`config.mk`:
```
export PLATFORM = sky130hd
export DESIGN_NAME = fp_ex_seq
export DESIGN_NICKNAME = d
export VERILOG_FILES = /design/src/rtl/fp_ex_seq.sv
export SDC_FILE = /design/constraint.sdc
export NUM_CORES = 1
export LEC_CHECK = 0
export ABC_AREA = 1
export BUFFER_PORTS_ARGS = -buffer_cell sky130_fd_sc_hd__buf_2
export CELL_PAD_IN_SITES_DETAIL_PLACEMENT = 1
export CELL_PAD_IN_SITES_GLOBAL_PLACEMENT = 2
export CORE_UTILIZATION = 26
export DETAILED_ROUTE_END_ITERATION = 8
export GPL_TIMING_DRIVEN = 0
export PLACE_DENSITY = 0.87
export REMOVE_ABC_BUFFERS = 1
export SLEW_MARGIN = 30
export SYNTH_ARGS = -nofsm -noshare
export SYNTH_HDL_FRONTEND = slang
export SYNTH_SLANG_ARGS = --single-unit
```
`constraint.sdc`:
```
create_clock -name clk -period 2.2 [get_ports clk]
set_input_delay 0.11 -clock clk [delete_from_list [all_inputs] [get_ports clk]]
set_output_delay 0.11 -clock clk [all_outputs]
set_load 0.02 [all_outputs]
```
`src/rtl/fp_ex_seq.sv`:
```
// Execute-stage FP sequencer: issues decoded FP ops to the external datapath, stalls decode
// until completion, and registers result/rd/flags into EX_MEM. Define FP_FWD_EN for operand forwarding.
module fp_ex_seq #(
  parameter int LAT_ADD     = 3,
  parameter int LAT_MUL     = 4,
  parameter int LAT_MISC    = 1,
  parameter int DIV_TIMEOUT = 64
) (
  input  logic        clk,
  input  logic        Rst,
  input  logic        ID_EX_fpusrc,
  input  logic [4:0]  ID_EX_fpusel,
  input  logic [2:0]  ID_EX_frm,
  input  logic [4:0]  ID_EX_rd,
`ifdef FP_FWD_EN
  input  logic [4:0]  ID_EX_rs1,
  input  logic [4:0]  ID_EX_rs2,
  input  logic [4:0]  ID_EX_rs3,
`endif
  input  logic [31:0] ID_EX_dout_rs1,
  input  logic [31:0] ID_EX_dout_rs2,
  input  logic [31:0] ID_EX_dout_rs3,
  input  logic [2:0]  fcsr_frm,
  input  logic        mem_hold,
  input  logic        fflags_clr,
  output logic        fpu_start,
  output logic [4:0]  fpu_op,
  output logic [2:0]  fpu_rm,
  output logic [31:0] fpu_a,
  output logic [31:0] fpu_b,
  output logic [31:0] fpu_c,
  input  logic [31:0] fpu_res,
  input  logic [4:0]  fpu_flags,
  input  logic        fpu_done,
  output logic        f_stall,
  output logic [31:0] EX_MEM_fpures,
  output logic [4:0]  EX_MEM_fprd,
  output logic        EX_MEM_fpusrc,
  output logic [4:0]  fflags_acc,
  output logic        illegal_rm,
  output logic        fpu_timeout
);

  localparam int MAX_FIX = (LAT_ADD > LAT_MUL) ? ((LAT_ADD > LAT_MISC) ? LAT_ADD : LAT_MISC)
                                               : ((LAT_MUL > LAT_MISC) ? LAT_MUL : LAT_MISC);
  localparam int MAX_LAT = (MAX_FIX > DIV_TIMEOUT) ? MAX_FIX : DIV_TIMEOUT;
  localparam int CW      = $clog2(MAX_LAT + 1);
  localparam logic [CW-1:0] CNT_ONE = CW'(1);
  localparam logic [31:0]   QNAN    = 32'h7FC0_0000;
  localparam logic [4:0]    FLAG_NV = 5'b10000;

  typedef enum logic [1:0] {S_IDLE, S_BUSY, S_WAITD, S_HOLD} state_t;

  state_t        r_state, w_next;
  logic [CW-1:0] r_cnt, w_cnt_next;
  logic [2:0]    w_rm;
  logic          w_rm_bad, w_is_div, w_issue, w_start;
  logic          w_fin_illegal, w_fin_fast, w_timeout, w_finish, w_write;
  logic [4:0]    w_new_flags;
  logic [31:0]   w_a, w_b, w_c;
  int            w_lat;

  always_comb begin
    unique case (ID_EX_fpusel)
      5'd0, 5'd1:                    w_lat = LAT_ADD;
      5'd2, 5'd8, 5'd9, 5'd10, 5'd11: w_lat = LAT_MUL;
      default:                       w_lat = LAT_MISC;
    endcase
  end

  assign w_rm     = (ID_EX_frm == 3'b111) ? fcsr_frm : ID_EX_frm;
  assign w_rm_bad = (w_rm == 3'd5) || (w_rm == 3'd6);
  assign w_is_div = (ID_EX_fpusel == 5'd3) || (ID_EX_fpusel == 5'd4);
  // Gated by reset so every output, including the combinational stall, reads 0 while in reset.
  assign w_issue  = Rst && (r_state == S_IDLE) && ID_EX_fpusrc;
  assign w_start  = w_issue && !w_rm_bad;

  assign w_fin_illegal = w_issue && w_rm_bad;
  assign w_fin_fast    = w_start && !w_is_div && (w_lat == 1);
  assign w_timeout     = (r_state == S_WAITD) && !fpu_done && (r_cnt == CNT_ONE);
  assign w_finish      = w_fin_illegal || w_fin_fast
                      || ((r_state == S_BUSY)  && (r_cnt == CNT_ONE))
                      || ((r_state == S_WAITD) && (fpu_done || (r_cnt == CNT_ONE)));
  assign w_write       = w_finish && !w_fin_illegal;
  assign w_new_flags   = !w_write ? 5'b0 : (w_timeout ? FLAG_NV : fpu_flags);

  assign f_stall = (w_issue || (r_state == S_BUSY) || (r_state == S_WAITD)) && !w_finish;

`ifdef FP_FWD_EN
  logic r_prev_wr;

  always_ff @(posedge clk or negedge Rst) begin
    if (!Rst)          r_prev_wr <= 1'b0;
    else if (w_finish) r_prev_wr <= w_write;
  end

  always_comb begin
    w_a = (r_prev_wr && (ID_EX_rs1 == EX_MEM_fprd)) ? EX_MEM_fpures : ID_EX_dout_rs1;
    w_b = (r_prev_wr && (ID_EX_rs2 == EX_MEM_fprd)) ? EX_MEM_fpures : ID_EX_dout_rs2;
    w_c = (r_prev_wr && (ID_EX_rs3 == EX_MEM_fprd)) ? EX_MEM_fpures : ID_EX_dout_rs3;
  end
`else
  always_comb begin
    w_a = ID_EX_dout_rs1;
    w_b = ID_EX_dout_rs2;
    w_c = ID_EX_dout_rs3;
  end
`endif

  always_comb begin
    // NOTE: defaults first so every path assigns w_next/w_cnt_next and no latch is inferred.
    w_next     = r_state;
    w_cnt_next = r_cnt;
    unique case (r_state)
      S_IDLE: begin
        if (w_issue) begin
          if (w_finish) begin
            w_next = mem_hold ? S_HOLD : S_IDLE;
          end else if (w_is_div) begin
            w_next     = S_WAITD;
            w_cnt_next = CW'(DIV_TIMEOUT - 1);
          end else begin
            w_next     = S_BUSY;
            w_cnt_next = CW'(w_lat - 1);
          end
        end
      end
      S_BUSY, S_WAITD: begin
        if (w_finish) begin
          w_next     = mem_hold ? S_HOLD : S_IDLE;
          w_cnt_next = '0;
        end else begin
          w_cnt_next = r_cnt - CNT_ONE;
        end
      end
      S_HOLD: if (!mem_hold) w_next = S_IDLE;
      default: w_next = S_IDLE;
    endcase
  end

  always_ff @(posedge clk or negedge Rst) begin
    if (!Rst) begin
      r_state <= S_IDLE;
      r_cnt   <= '0;
    end else begin
      // NOTE: non-blocking assignments so all registers update from the same pre-edge values.
      r_state <= w_next;
      r_cnt   <= w_cnt_next;
    end
  end

  always_ff @(posedge clk or negedge Rst) begin
    if (!Rst) begin
      fpu_start     <= 1'b0;
      fpu_op        <= '0;
      fpu_rm        <= '0;
      fpu_a         <= '0;
      fpu_b         <= '0;
      fpu_c         <= '0;
      EX_MEM_fpures <= '0;
      EX_MEM_fprd   <= '0;
      EX_MEM_fpusrc <= 1'b0;
      fflags_acc    <= '0;
      illegal_rm    <= 1'b0;
      fpu_timeout   <= 1'b0;
    end else begin
      fpu_start   <= w_start;
      illegal_rm  <= w_fin_illegal;
      fpu_timeout <= w_timeout;
      if (w_start) begin
        fpu_op <= ID_EX_fpusel;
        fpu_rm <= w_rm;
        fpu_a  <= w_a;
        fpu_b  <= w_b;
        fpu_c  <= w_c;
      end
      // Decode holds ID_EX until the finishing cycle, so ID_EX_rd still names this op's target.
      if (w_write) begin
        EX_MEM_fpures <= w_timeout ? QNAN : fpu_res;
        EX_MEM_fprd   <= ID_EX_rd;
        EX_MEM_fpusrc <= 1'b1;
      end else if (!((r_state == S_HOLD) && mem_hold)) begin
        EX_MEM_fpusrc <= 1'b0;
      end
      fflags_acc <= fflags_clr ? w_new_flags : (fflags_acc | w_new_flags);
    end
  end

endmodule

```
==> metrics.md, run 1 <==
| Metric | Value |
|---|---|
| Required time of the critical path | `2.09 ns` |
| Prevailing post-synth register cell | `dfrtp_1` |
| Maximum clock frequency | `approximately 470 MHz` |
| Core ar. | `25,300 um^2` |
| Post-synth EDFFs | `0` |
| Syn-to-layout area delta | `60.9%` |
| Setup Viol. Count Final | `0` |
| Largest net degree at the start of global routing | `81` |
| H-tree level count | `4` |
| CTS buffer count | `17` |
| Core Util, Final | `42.9%` |
| Layout fillers | `3,025` |
| Unrepaired setup endpoints after global routing | `yes` |
| Overall die height | `163 um` |
| CTS Root Cell | `clkbuf_16` |
| Final nets | `1,377` |
| Largest area contributor in the netlist | `dfrtp_1` |
| FF-to-FF End | `fpu_a[6]` |
| Share of the synthesized area in the top cell type | `59.0%` |
| Critical path endpoint category | `output port` |
| Status | `finished, violations left` |
| Layout cells sized above 1 | `33.9%` |
| Tcrit/Tclk final | `slightly below 100%` |
| Final wirelength | `around 25 mm` |
| Vias in the first global route | `7,351` |
| Sequential fraction of the synthesis area | `59.0%` |
| Max_cap viols | `0` |
| Port Buf Inserts | `305` |
| Async set-reset flop share out of synthesis | `100%` |
| Cts-stage hold buffer count | `144` |
| Final Skew | `between 0.01 and 0.015 ns` |
| Non-Filler Instances | `1,557` |
| Initial DRC count | `around 410` |
| Chip Width | `163 um` |
| Via-to-Cell Ratio | `4.38` |
| Bufs on Longest Clock Path | `2` |
| PwrDens | `1350 nW/um^2` |
| Reg-to-reg slack, setup | `between 0.1 and 0.15 ns` |
| Power Total | `14.7 mW` |
| LEAKAGE | `a little under 6 nW` |
| Register-to-Register Path Depth | `10` |
| Die ar. | `between 20,000 and 30,000 um^2` |
| GRT Total Usage | `18.7%` |
| Crit path kind | `reg2out` |
| Grt ovf | `0` |
| #FFs+latches synth | `159` |
| CTS tree | `built` |
| Vias | `a little under 7,000` |
| Reg area | `3980 um^2` |
| Worst hold slack | `-0.508 ns` |
| Syn avg cell area | `8.95 um^2` |
| Critical Path AT | `2.00 ns` |
| Clock-pin slew on the worst setup and hold paths | `0.07 ns` |
| Failing checks | `negative hold slack` |
| Netlist cell types | `33` |
| Initial Util | `26.6%` |
| Row count | `58` |
| Gpl congestion | `0.764` |
| Max VDD drop | `0.000480 V` |
| Worst hold path class | `in2async` |
| Slew Viols, Final | `0` |
| Area of the multi-input gates | `2480 um^2` |
| DR WL/cell | `16.4 um` |
| Min Tclk post-route | `2.11 ns` |
| Rel. slew slack | `61.2%` |
| Initial antenna violation count | `0` |
| Reg-to-Reg Start | `r_state[1]` |
| # DRC | `0` |
| DP Cell Count | `1,362` |
| Startpoint Class | `register` |
| Post-route ant nets | `0` |
| Final hold viol count | `159` |
| Pre-antenna DRT Iters | `4` |
| Final HPWL DP | `between 15 and 20 mm` |
| Clk sinks | `roughly 160` |
| Crit path max fanout | `4` |
| First-pass GRT wire length | `38.8 mm` |
| Ports | `306` |
| Synth warn | `0` |
| Worst Tran Pin Value | `0.581 ns` |
| Synth top area cells | `dfrtp_1, nand2_1, o21ai_2, buf_6, nor2_1` |
| Cell area after synthesis | `6750 um^2` |
| Worst-Skew Late Latency | `between 0.4 and 0.5 ns` |
| Synth Instances | `754` |
-- flip-flops by register name, summed over array words and instances (netlist names) --
register	count
r_cnt	7
EX_MEM_fpusrc	1
fpu_rm	3
fpu_start	1
EX_MEM_fprd	5
EX_MEM_fpures	32
fpu_b	32
fpu_c	32
fpu_timeout	1
fpu_a	32
fflags_acc	5
r_state	2
fpu_op	5
illegal_rm	1
-- synthesized netlist by cell type, types with 2 or more instances --
master,number
a21oi_1,11
buf_2,9
buf_4,2
buf_6,18
clkbuf_1,2
dfrtp_1,159
ha_1,7
inv_1,26
inv_2,4
nand2_1,397
nand2_2,2
nand3_1,10
nand3_2,2
nand4_1,2
nor2_1,35
nor2_2,2
nor3_1,2
o21ai_0,10
o21ai_1,7
o21ai_2,32
xnor2_1,2
xor2_1,2
-- report_power, final --
part           leakage, nW  switching (mW)  total [mW]  internal (mW)
Combinational         3.67            4.42        6.79           2.37
Clock                0.254            1.32        2.89           1.57
Sequential            1.99           0.744        5.01           4.27
Total                 5.92            6.48        14.7           8.22
-- per-layer routing --
layer	global-route usage (%)	wire [um]	up-vias
met5	0	0	-
met4	9.43	986	0
met3	3.33	1060	59
met2	33.9	13300	199
met1	20.8	10100	3315
li1	-	-	3249
-- critical path, cell delays in order, from the launching register on --
cell	delay [ns]
dfrtp_1	0.39
buf_4	0.14
ha_1	0.19
nor2_2	0.10
nor2_1	0.07
nor2_2	0.12
nand2_1	0.09
inv_2	0.12
nand2_8	0.09
a21oi_4	0.14
buf_6	0.14
-- cells in the final DEF, fill, tap and decap left out, drive strengths merged --
cell,count
bufinv,1
diode,1
clkinv,1
and3,1
buf,325
inv,37
nor2,37
ha,7
nand2,404
xnor2,2
dfrtp,159
a21oi,11
clkinvlp,6
nor3,3
dlygate4sd3,144
a31oi,1
clkbuf,18
o21a,1
o21ai,49
a22o,1
nand4,2
nand3,13
xor2,2
or2,1
-- cell type report --
type,instances,share of cell area [%]
antenna,1,0.0230
clock buffer,17,3.92
clock inverter,13,1.22
inverter,31,1.31
multi-input combinational,535,22.9
sequential,159,36.6
tap,330,3.80
timing repair buffer,470,30.1
timing repair inverter,1,0.0807
-- worst max-delay path by stage --
| stage | from | endpoint | slack (ns) | depth (start not counted) |
|---|---|---|---|---|
| 2_1_floorplan | r_state[0] | fpu_start | -1.86 | 6 |
| 3_3_place_gp | Rst | fpu_c[20] | -7.56 | 7 |
| 3_5_place_dp | r_state[0] | fpu_c[31] | -0.38 | 9 |
| 4_1_cts | r_state[0] | f_stall | 0.008 | 10 |
| 5_1_grt | r_state[1] | f_stall | -0.04 | 10 |
| 6_report | r_state[0] | f_stall | 0.09 | 10 |
-- cells by family (layout without fill, tap and decap cells) --
logic type               Yosys count  after routing  share of synthesized area (%)
flip-flops                       159            159                           59.0
adder cells (fa/ha/maj)            7              7                           1.30
buffers and inverters             63            532                           5.82
AND/OR/NAND/NOR                  458            461                           26.8
other                              0              1                              0
XOR/XNOR                           4              4                          0.519
AO/OA/AOI/OAI                     63             63                           6.56
-- through the flow --
| step | setup slack [ns] | setup TNS (ns) | hold WS, ns | cell area (um^2) |
|---|---|---|---|---|
| final | 0.0869 | 0 | -0.508 | 10900 |
| after global placement | -7.56 | -1190.66 | 0.304 | 8410 |
| after CTS | 0.00819 | 0 | -0.527 | 10700 |
| after floorplan | -1.86 | -186.24 | -0.186 | 6470 |
| after detailed placement | -0.375 | -27.00 | -0.0686 | 8560 |
| after global routing | -0.0444 | -0.0678 | -0.527 | 10900 |
-- what timing repair did --
action,CTS,global route
gates cloned,3,2
setup endpoints to repair,142,97
pin swaps,5,4
gates resized for setup,13,9
endpoints found under the hold margin,302,159
setup buffers,7,9
Power figures use the tool's default switching activity.
==> inputs of run 2 (changes only) <==
--- a/config.mk
+++ b/config.mk
@@ -12,7 +12,7 @@
 export CORE_UTILIZATION = 26
 export DETAILED_ROUTE_END_ITERATION = 8
 export GPL_TIMING_DRIVEN = 0
-export PLACE_DENSITY = 0.87
+export PLACE_DENSITY_LB_ADDON = 0.05
 export REMOVE_ABC_BUFFERS = 1
 export SLEW_MARGIN = 30
 export SYNTH_ARGS = -nofsm -noshare
==> run 2 against run 1 <==
  * The run now ends clean
  * Power decreased by 1.0%
  * Routed wire length fell by 2.8%
  * Worst hold slack improved by 0.51 ns
  * Global-route usage decreased by 0.41 points
  * Non-clock buffer count rose by 12
  * Via count fell by 3.6%
  * Combinational power shrank 1%
  * Clock-buffer cell count rose by 2
  * Clock skew grew 0.0037 ns
  * Critical path depth stayed put
==> metrics.md, run 2 (synthesized netlist as in run 1, its figures left out) <==
| Metric | Value |
|---|---|
| Final HPWL DP | `15.4 mm (was 15.0 mm)` |
| Met2 usage | `31.1% (was 33.9%)` |
| Number of diodes | `0 (was 1)` |
| Chip Width | `163 um (unchanged)` |
| Most frequent cells in the layout | `nand2_1, buf_2, dfrtp_1 (unchanged)` |
| Min Tclk post-route | `2.13 ns (was 2.11 ns)` |
| DR WL/cell | `15.8 um (was 16.4 um)` |
| Worst-Skew Late Latency | `0.43 ns (was 0.42 ns)` |
| Layout fillers | `3,003 (was 3,025)` |
| Global-route met3 utilization | `4.37% (was 3.33%)` |
| First-pass GRT wire length | `37.7 mm (was 38.8 mm)` |
| Combinational share of power | `46.1% (was 46.2%)` |
| Worst Tran Pin Value | `0.637 ns (was 0.581 ns)` |
| Core Util, Final | `43.6% (was 42.9%)` |
| Pre-antenna DRT Iters | `4 (unchanged)` |
| Bufs on Longest Clock Path | `2 (unchanged)` |
| GR Util met1 | `22.6% (was 20.8%)` |
| Critical path endpoint category | `register (was output port)` |
| Tcrit/Tclk final | `96.9% (was 96.1%)` |
| Initial Util | `26.6% (unchanged)` |
| Slowest stage delay, CP | `0.41 ns (was 0.39 ns)` |
| Row count | `58 (unchanged)` |
| Startpoint Class | `register (unchanged)` |
| Post-route ant nets | `0 (unchanged)` |
| Clock share of power | `20.0% (was 19.7%)` |
| Setup Viol. Count Final | `0 (unchanged)` |
| Worst hold path class | `in2async (unchanged)` |
| CP delay by family, top | `simple AND/OR/NAND/NOR gates (unchanged)` |
| Final Skew | `0.0156 ns (was 0.0119 ns)` |
| Global routing's busiest layer | `met2 (unchanged)` |
| Reg-to-Reg Start | `r_state[0] (was r_state[1])` |
| CTS tree | `built (unchanged)` |
| Rel. slew slack | `57.5% (was 61.2%)` |
| CTS buffer count | `17 (unchanged)` |
| Largest net degree at the start of global routing | `70 (was 81)` |
| Status | `finished clean (was finished, violations left)` |
| Initial DRC count | `307 (was 411)` |
| P_int | `8.19 mW (was 8.22 mW)` |
| Commonest non-fill, non-tap cell in the layout | `nand2_1 (unchanged)` |
| Vias | `6,578 (was 6,822)` |
| Via-to-Cell Ratio | `4.20 (was 4.38)` |
| Gpl congestion | `0.731 (was 0.764)` |
| Final hold viol count | `0 (was 159)` |
| Clk sinks | `159 (unchanged)` |
| H-tree level count | `4 (unchanged)` |
| Grt ovf | `0 (unchanged)` |
| Die ar. | `26,600 um^2 (unchanged)` |
| Maximum clock frequency | `469 MHz (was 473 MHz)` |
| Final WS setup | `0.0681 ns (was 0.0869 ns)` |
| Max VDD drop | `0.000531 V (was 0.000480 V)` |
| Area of the multi-input gates | `2430 um^2 (was 2480 um^2)` |
| Port Buf Inserts | `305 (unchanged)` |
| PwrDens | `1320 nW/um^2 (was 1350 nW/um^2)` |
| Core ar. | `25,300 um^2 (unchanged)` |
| LEAKAGE | `6.04 nW (was 5.92 nW)` |
| Register-to-Register Path Depth | `10 (unchanged)` |
| Reg-to-reg slack, setup | `0.07 ns (was 0.11 ns)` |
| CTS Root Cell | `clkbuf_16 (unchanged)` |
| Worst Path Buf+Inv | `3 (unchanged)` |
| Ports | `306 (unchanged)` |
| Clock-pin slew on the worst setup and hold paths | `0.07 ns (about the same)` |
| Vias in the first global route | `6,986 (was 7,351)` |
| Sw power | `6.35 mW (was 6.48 mW)` |
| Reg area | `3980 um^2 (unchanged)` |
| Initial antenna violation count | `0 (unchanged)` |
| Unrepaired setup endpoints after global routing | `yes (unchanged)` |
| # DRC | `0 (unchanged)` |
| Crit-path slowest cell | `dfrtp_1 (unchanged)` |
| GRT Total Usage | `18.3% (was 18.7%)` |
| Slew Viols, Final | `0 (unchanged)` |
| Final nets | `1,386 (was 1,377)` |
| Max_cap viols | `0 (unchanged)` |
| Final wirelength | `24.7 mm (was 25.5 mm)` |
| Critical Path AT | `2.44 ns (was 2.00 ns)` |
| Sw Share | `43.7% (was 44.1%)` |
| Required time of the critical path | `2.50 ns (was 2.09 ns)` |
| CP Cell Sequence | `inv_2 -> ha_2 -> nand3_2 -> inv_4 -> buf_4 -> nand3_2 -> nand2_8 -> nand2_4 -> nand2_1 -> nand2_1 (was buf_4 -> ha_1 -> nor2_2 -> nor2_1 -> nor2_2 -> nand2_1 -> inv_2 -> nand2_8 -> a21oi_4 -> buf_6)` |
| Crit path max fanout | `35 (was 4)` |
| Layout cells sized above 1 | `34.4% (was 33.9%)` |
| FF-to-FF End | `EX_MEM_fprd[1] (was fpu_a[6])` |
| Overall die height | `163 um (unchanged)` |
| Crit path kind | `reg2reg (was reg2out)` |
| Reg power frac | `34.0% (was 34.1%)` |
| Syn-to-layout area delta | `63.8% (was 60.9%)` |
| Power Total | `14.5 mW (was 14.7 mW)` |
| Pre-CTS setup slack | `-0.395 ns (was -0.375 ns)` |
-- run 2: changes by cell type in the layout (fill, tap and decap cells not counted), sizes merged --
cell / previous run / this run
clkinv: 1 / 4
buf: 325 / 333
clkinvlp: 6 / 1
bufinv: 1 / 0
clkbuf: 18 / 21
inv: 37 / 39
dlygate4sd3: 144 / 147
diode: 1 / 0
nand2: 404 / 402
-- run 2: area by class of cell --
| class | instances | area share (%) |
|---|---|---|
| Sequential cell | 159 | 36.0 |
| Clock buffer | 19 | 4.10 |
| Timing Repair Buffer | 482 | 31.8 |
| Multi-Input combinational cell | 533 | 22.0 |
| Tap cell | 330 | 3.74 |
| Clock inverter | 13 | 1.04 |
| Inverter | 31 | 1.29 |
-- run 2: power by group through the flow --
stage | Sequential (mW) | Clock, mW | Combinational [mW]
final | 4.94 | 2.90 | 6.70
after global routing | 5.11 | 3.13 | 7.39
after floorplan | 6.54 | 0 | 2.28
after global placement | 4.95 | 0 | 6.19
after CTS | 4.94 | 3.01 | 6.69
after detailed placement | 4.98 | 0 | 6.25
-- run 2: worst max-delay path by stage --
stage / depth (start not counted) / endpoint / slack [ns] / startpoint
6_report: 10 / EX_MEM_fprd[1] / 0.07 / r_state[0]
5_1_grt: 11 / EX_MEM_fprd[1] / -0.07 / r_state[0]
4_1_cts: 9 / f_stall / 0.009 / r_state[0]
3_5_place_dp: 10 / fpu_c[12] / -0.40 / Rst
3_3_place_gp: 7 / fpu_a[25] / -7.74 / Rst
2_1_floorplan: 6 / fpu_start / -1.86 / r_state[0]
-- run 2: worst min-delay path, delay by kind of cell --
kind / cells / cell delay (ns)
buffers and inverters: 6 / 0.64
-- run 2: through the flow --
| stage | area [um^2] | cells | TNS, ns | hold WS [ns] |
|---|---|---|---|---|
| 2_1_floorplan | 6470 | 722 | -186.24 | -0.186 |
| 3_3_place_gp | 8410 | 1357 | -1258.84 | 0.304 |
| 3_5_place_dp | 8570 | 1362 | -34.45 | -0.0206 |
| 4_1_cts | 10800 | 1555 | 0 | -0.0545 |
| 5_1_grt | 11100 | 1567 | -0.322 | 0.00662 |
| 6_report | 11100 | 1567 | 0 | 0.00153 |
-- run 2: metal layers --
layer,vias up,wire [um]
li1,3263,-
met1,3112,10800
met2,176,12100
met3,27,1340
met4,0,517
met5,-,0
-- run 2: what timing repair did --
item / in CTS / in global routing
gates cloned: 2 / 2
hold buffers: 152 / 4
setup endpoints to repair: 113 / 84
hold endpoints to repair: 304 / 79
pin swaps: 5 / 5
resized for setup: 12 / 8
buffers inserted: 7 / 6
==> inputs of run 3 (changes only) <==
--- a/config.mk
+++ b/config.mk
@@ -9,7 +9,8 @@
 export BUFFER_PORTS_ARGS = -buffer_cell sky130_fd_sc_hd__buf_2
 export CELL_PAD_IN_SITES_DETAIL_PLACEMENT = 1
 export CELL_PAD_IN_SITES_GLOBAL_PLACEMENT = 2
-export CORE_UTILIZATION = 26
+export CORE_UTILIZATION = 27
+export CTS_BUF_LIST = sky130_fd_sc_hd__clkbuf_8
 export DETAILED_ROUTE_END_ITERATION = 8
 export GPL_TIMING_DRIVEN = 0
 export PLACE_DENSITY_LB_ADDON = 0.05
==> run 3 against run 2 <==
  * The run now ends with negative hold slack left
  * Non-clock buffer count grew 1
  * Clock skew grew 0.0050 ns
  * Sequential share of layout area grew 0.43 points
  * Via count increased by 0.94%
  * Register-to-register slack improved by 0.14 ns
  * Largest cell class unchanged
==> metrics.md, run 3 (synthesized netlist as in run 1, its figures left out) <==
| Metric | Value |
|---|---|
| CTS tree | `built (unchanged)` |
| P_int | `7.71 mW (was 8.19 mW)` |
| Top cell by count, worst path | `nor2_1` |
| Placed cell area | `8560 um^2 (was 8570 um^2)` |
| Clk sinks | `159 (unchanged)` |
| Worst Path Buf+Inv | `3 (unchanged)` |
| Slew Viols, Final | `0 (unchanged)` |
| Rel. slew slack | `68.3% (was 57.5%)` |
| Syn-to-layout area delta | `61.9% (was 63.8%)` |
| Critical path endpoint category | `output port (was register)` |
| Most frequent cells in the layout | `nand2_1, buf_2, dfrtp_1 (unchanged)` |
| CP Cell Sequence | `buf_4 -> ha_4 -> nor2_4 -> nor2_1 -> nor2_1 -> nand2_2 -> inv_4 -> nand2_4 -> a21oi_2 -> buf_6 (was inv_2 -> ha_2 -> nand3_2 -> inv_4 -> buf_4 -> nand3_2 -> nand2_8 -> nand2_4 -> nand2_1 -> nand2_1)` |
| Failing checks | `negative hold slack` |
| Post-route ant nets | `0 (unchanged)` |
| Layout fillers | `2,978 (was 3,003)` |
| Setup Viol. Count Final | `0 (unchanged)` |
| Largest net degree at the start of global routing | `78 (was 70)` |
| Initial DRC count | `271 (was 307)` |
| Sw power | `6.34 mW (was 6.35 mW)` |
| Final Skew | `0.0206 ns (was 0.0156 ns)` |
| Grt ovf | `0 (unchanged)` |
| Tcrit/Tclk final | `95.5% (was 96.9%)` |
| Sw Share | `45.1% (was 43.7%)` |
| LEAKAGE | `5.96 nW (was 6.04 nW)` |
| Via-to-Cell Ratio | `4.25 (was 4.20)` |
| Cts-stage hold buffer count | `149 (was 152)` |
| Commonest non-fill, non-tap cell in the layout | `nand2_1 (unchanged)` |
| Die ar. | `25,600 um^2 (was 26,600 um^2)` |
| Final nets | `1,389 (was 1,386)` |
| Required time of the critical path | `2.09 ns (was 2.50 ns)` |
| Vias in the first global route | `7,038 (was 6,986)` |
| Gpl congestion | `0.733 (was 0.731)` |
| Max_cap viols | `0 (unchanged)` |
| Vias | `6,640 (was 6,578)` |
| Crit path kind | `reg2out (was reg2reg)` |
| H-tree level count | `4 (unchanged)` |
| Worst-Skew Late Latency | `0.46 ns (was 0.43 ns)` |
| Overall die height | `160 um (was 163 um)` |
| PwrDens | `1290 nW/um^2 (was 1320 nW/um^2)` |
| Bufs on Longest Clock Path | `2 (unchanged)` |
| Pre-antenna DRT Iters | `4 (unchanged)` |
| Worst hold slack | `-0.566 ns (was 0.00153 ns)` |
| Final wirelength | `24.4 mm (was 24.7 mm)` |
| Maximum clock frequency | `476 MHz (was 469 MHz)` |
| Power Total | `14.0 mW (was 14.5 mW)` |
| Pre-CTS setup slack | `-0.477 ns (was -0.395 ns)` |
| Chip Width | `160 um (was 163 um)` |
| Ports | `306 (unchanged)` |
| Port Buf Inserts | `305 (unchanged)` |
| Combinational share of power | `49.6% (was 46.1%)` |
| Final WS setup | `0.0980 ns (was 0.0681 ns)` |
| Initial antenna violation count | `0 (unchanged)` |
| Status | `finished, violations left (was finished clean)` |
| Crit-path slowest cell | `dfrtp_1 (unchanged)` |
| Number of diodes | `0 (unchanged)` |
| Min Tclk post-route | `2.10 ns (was 2.13 ns)` |
| Reg-to-reg slack, setup | `0.21 ns (was 0.07 ns)` |
| Slowest stage delay, CP | `0.40 ns (was 0.41 ns)` |
| Reg power frac | `35.1% (was 34.0%)` |
| GRT Total Usage | `19.3% (was 18.3%)` |
| Crit path max fanout | `3 (was 35)` |
| Clock share of power | `15.2% (was 20.0%)` |
| Clock-pin slew on the worst setup and hold paths | `0.10 ns (was 0.07 ns)` |
| Initial Util | `27.7% (was 26.6%)` |
| # DRC | `0 (unchanged)` |
| Critical Path AT | `1.99 ns (was 2.44 ns)` |
| CTS buffer count | `17 (unchanged)` |
| First-pass GRT wire length | `39.0 mm (was 37.7 mm)` |
| Max VDD drop | `0.000484 V (was 0.000531 V)` |
| Layout cells sized above 1 | `34.5% (was 34.4%)` |
| Startpoint Class | `register (unchanged)` |
| Row count | `57 (was 58)` |
| Final hold viol count | `159 (was 0)` |
| Final HPWL DP | `15.2 mm (was 15.4 mm)` |
| Final Cell Area | `10,900 um^2 (was 11,100 um^2)` |
| DR WL/cell | `15.6 um (was 15.8 um)` |
| CP delay by family, top | `simple AND/OR/NAND/NOR gates (unchanged)` |
| CTS Root Cell | `clkbuf_8 (was clkbuf_16)` |
| Core ar. | `24,400 um^2 (was 25,300 um^2)` |
| Worst hold path class | `in2async (unchanged)` |
| Worst Tran Pin Value | `0.475 ns (was 0.637 ns)` |
-- run 3: cell types whose count changed in the layout (fill, tap and decap cells not counted), moves of 4 or more --
cell / before / now
clkbuf_8: 2 / 17
clkbuf_16: 19 / 0
clkinvlp_4: 1 / 5
buf_12: 7 / 3
bufbuf_16: 0 / 4
-- run 3: layout make-up --
| cell class | instances | area (um^2) | share of cell area [%] |
|---|---|---|---|
| inverters | 31 | 145 | 1.33 |
| well taps | 324 | 405 | 3.71 |
| flip-flops and latches | 159 | 3980 | 36.4 |
| repair buffers | 483 | 3510 | 32.2 |
| repair inverters | 1 | 8.76 | 0.0802 |
| multi-input cells | 534 | 2500 | 22.9 |
| clock buffers | 17 | 234 | 2.14 |
| clock inverters | 14 | 135 | 1.24 |
-- run 3: layer usage --
layer / track usage (%) / routed length [um]
met1: 25.0 / 10900
met2: 32.3 / 12000
met3: 4.68 / 1230
met4: 4.85 / 291
met5: 0 / 0
-- run 3: repair_timing --
action,in CTS,in global routing
gates resized for setup,26,6
setup buffers,8,11
pin swaps,6,7
setup endpoints to repair,142,53
hold endpoints to repair,306,159
gates cloned,7,1
-- run 3: power groups by stage --
stage | combinational, mW | sequential [mW] | clock, mW
6_report | 6.97 | 4.94 | 2.14
5_1_grt | 7.61 | 5.11 | 2.35
4_1_cts | 6.92 | 4.94 | 2.24
3_5_place_dp | 6.23 | 4.99 | 0
3_3_place_gp | 6.17 | 4.96 | 0
2_1_floorplan | 2.28 | 6.54 | 0
-- run 3: final timing paths --
kind	from	endpoint	depth (start not counted)
max	r_state[0]	f_stall	10
max in group asynchronous	Rst	EX_MEM_fpures[23]	2
min in group clk	fcsr_frm[0]	fpu_rm[0]	3
min	Rst	fpu_b[21]	1
max reg2reg	r_state[1]	EX_MEM_fprd[3]	13
min reg2reg	fpu_b[14]	fpu_b[14]	2
-- run 3: stage by stage --
stage	cells	util (%)	hold WS (ns)	setup TNS, ns
floorplan	722	-	-0.186	-186.24
global placement	1351	34.5	0.305	-1236.44
detailed placement	1356	35.1	-0.0726	-46.05
CTS	1551	44.3	-0.608	0
global route	1563	44.8	-0.605	-0.0127
finish	1563	44.8	-0.566	0
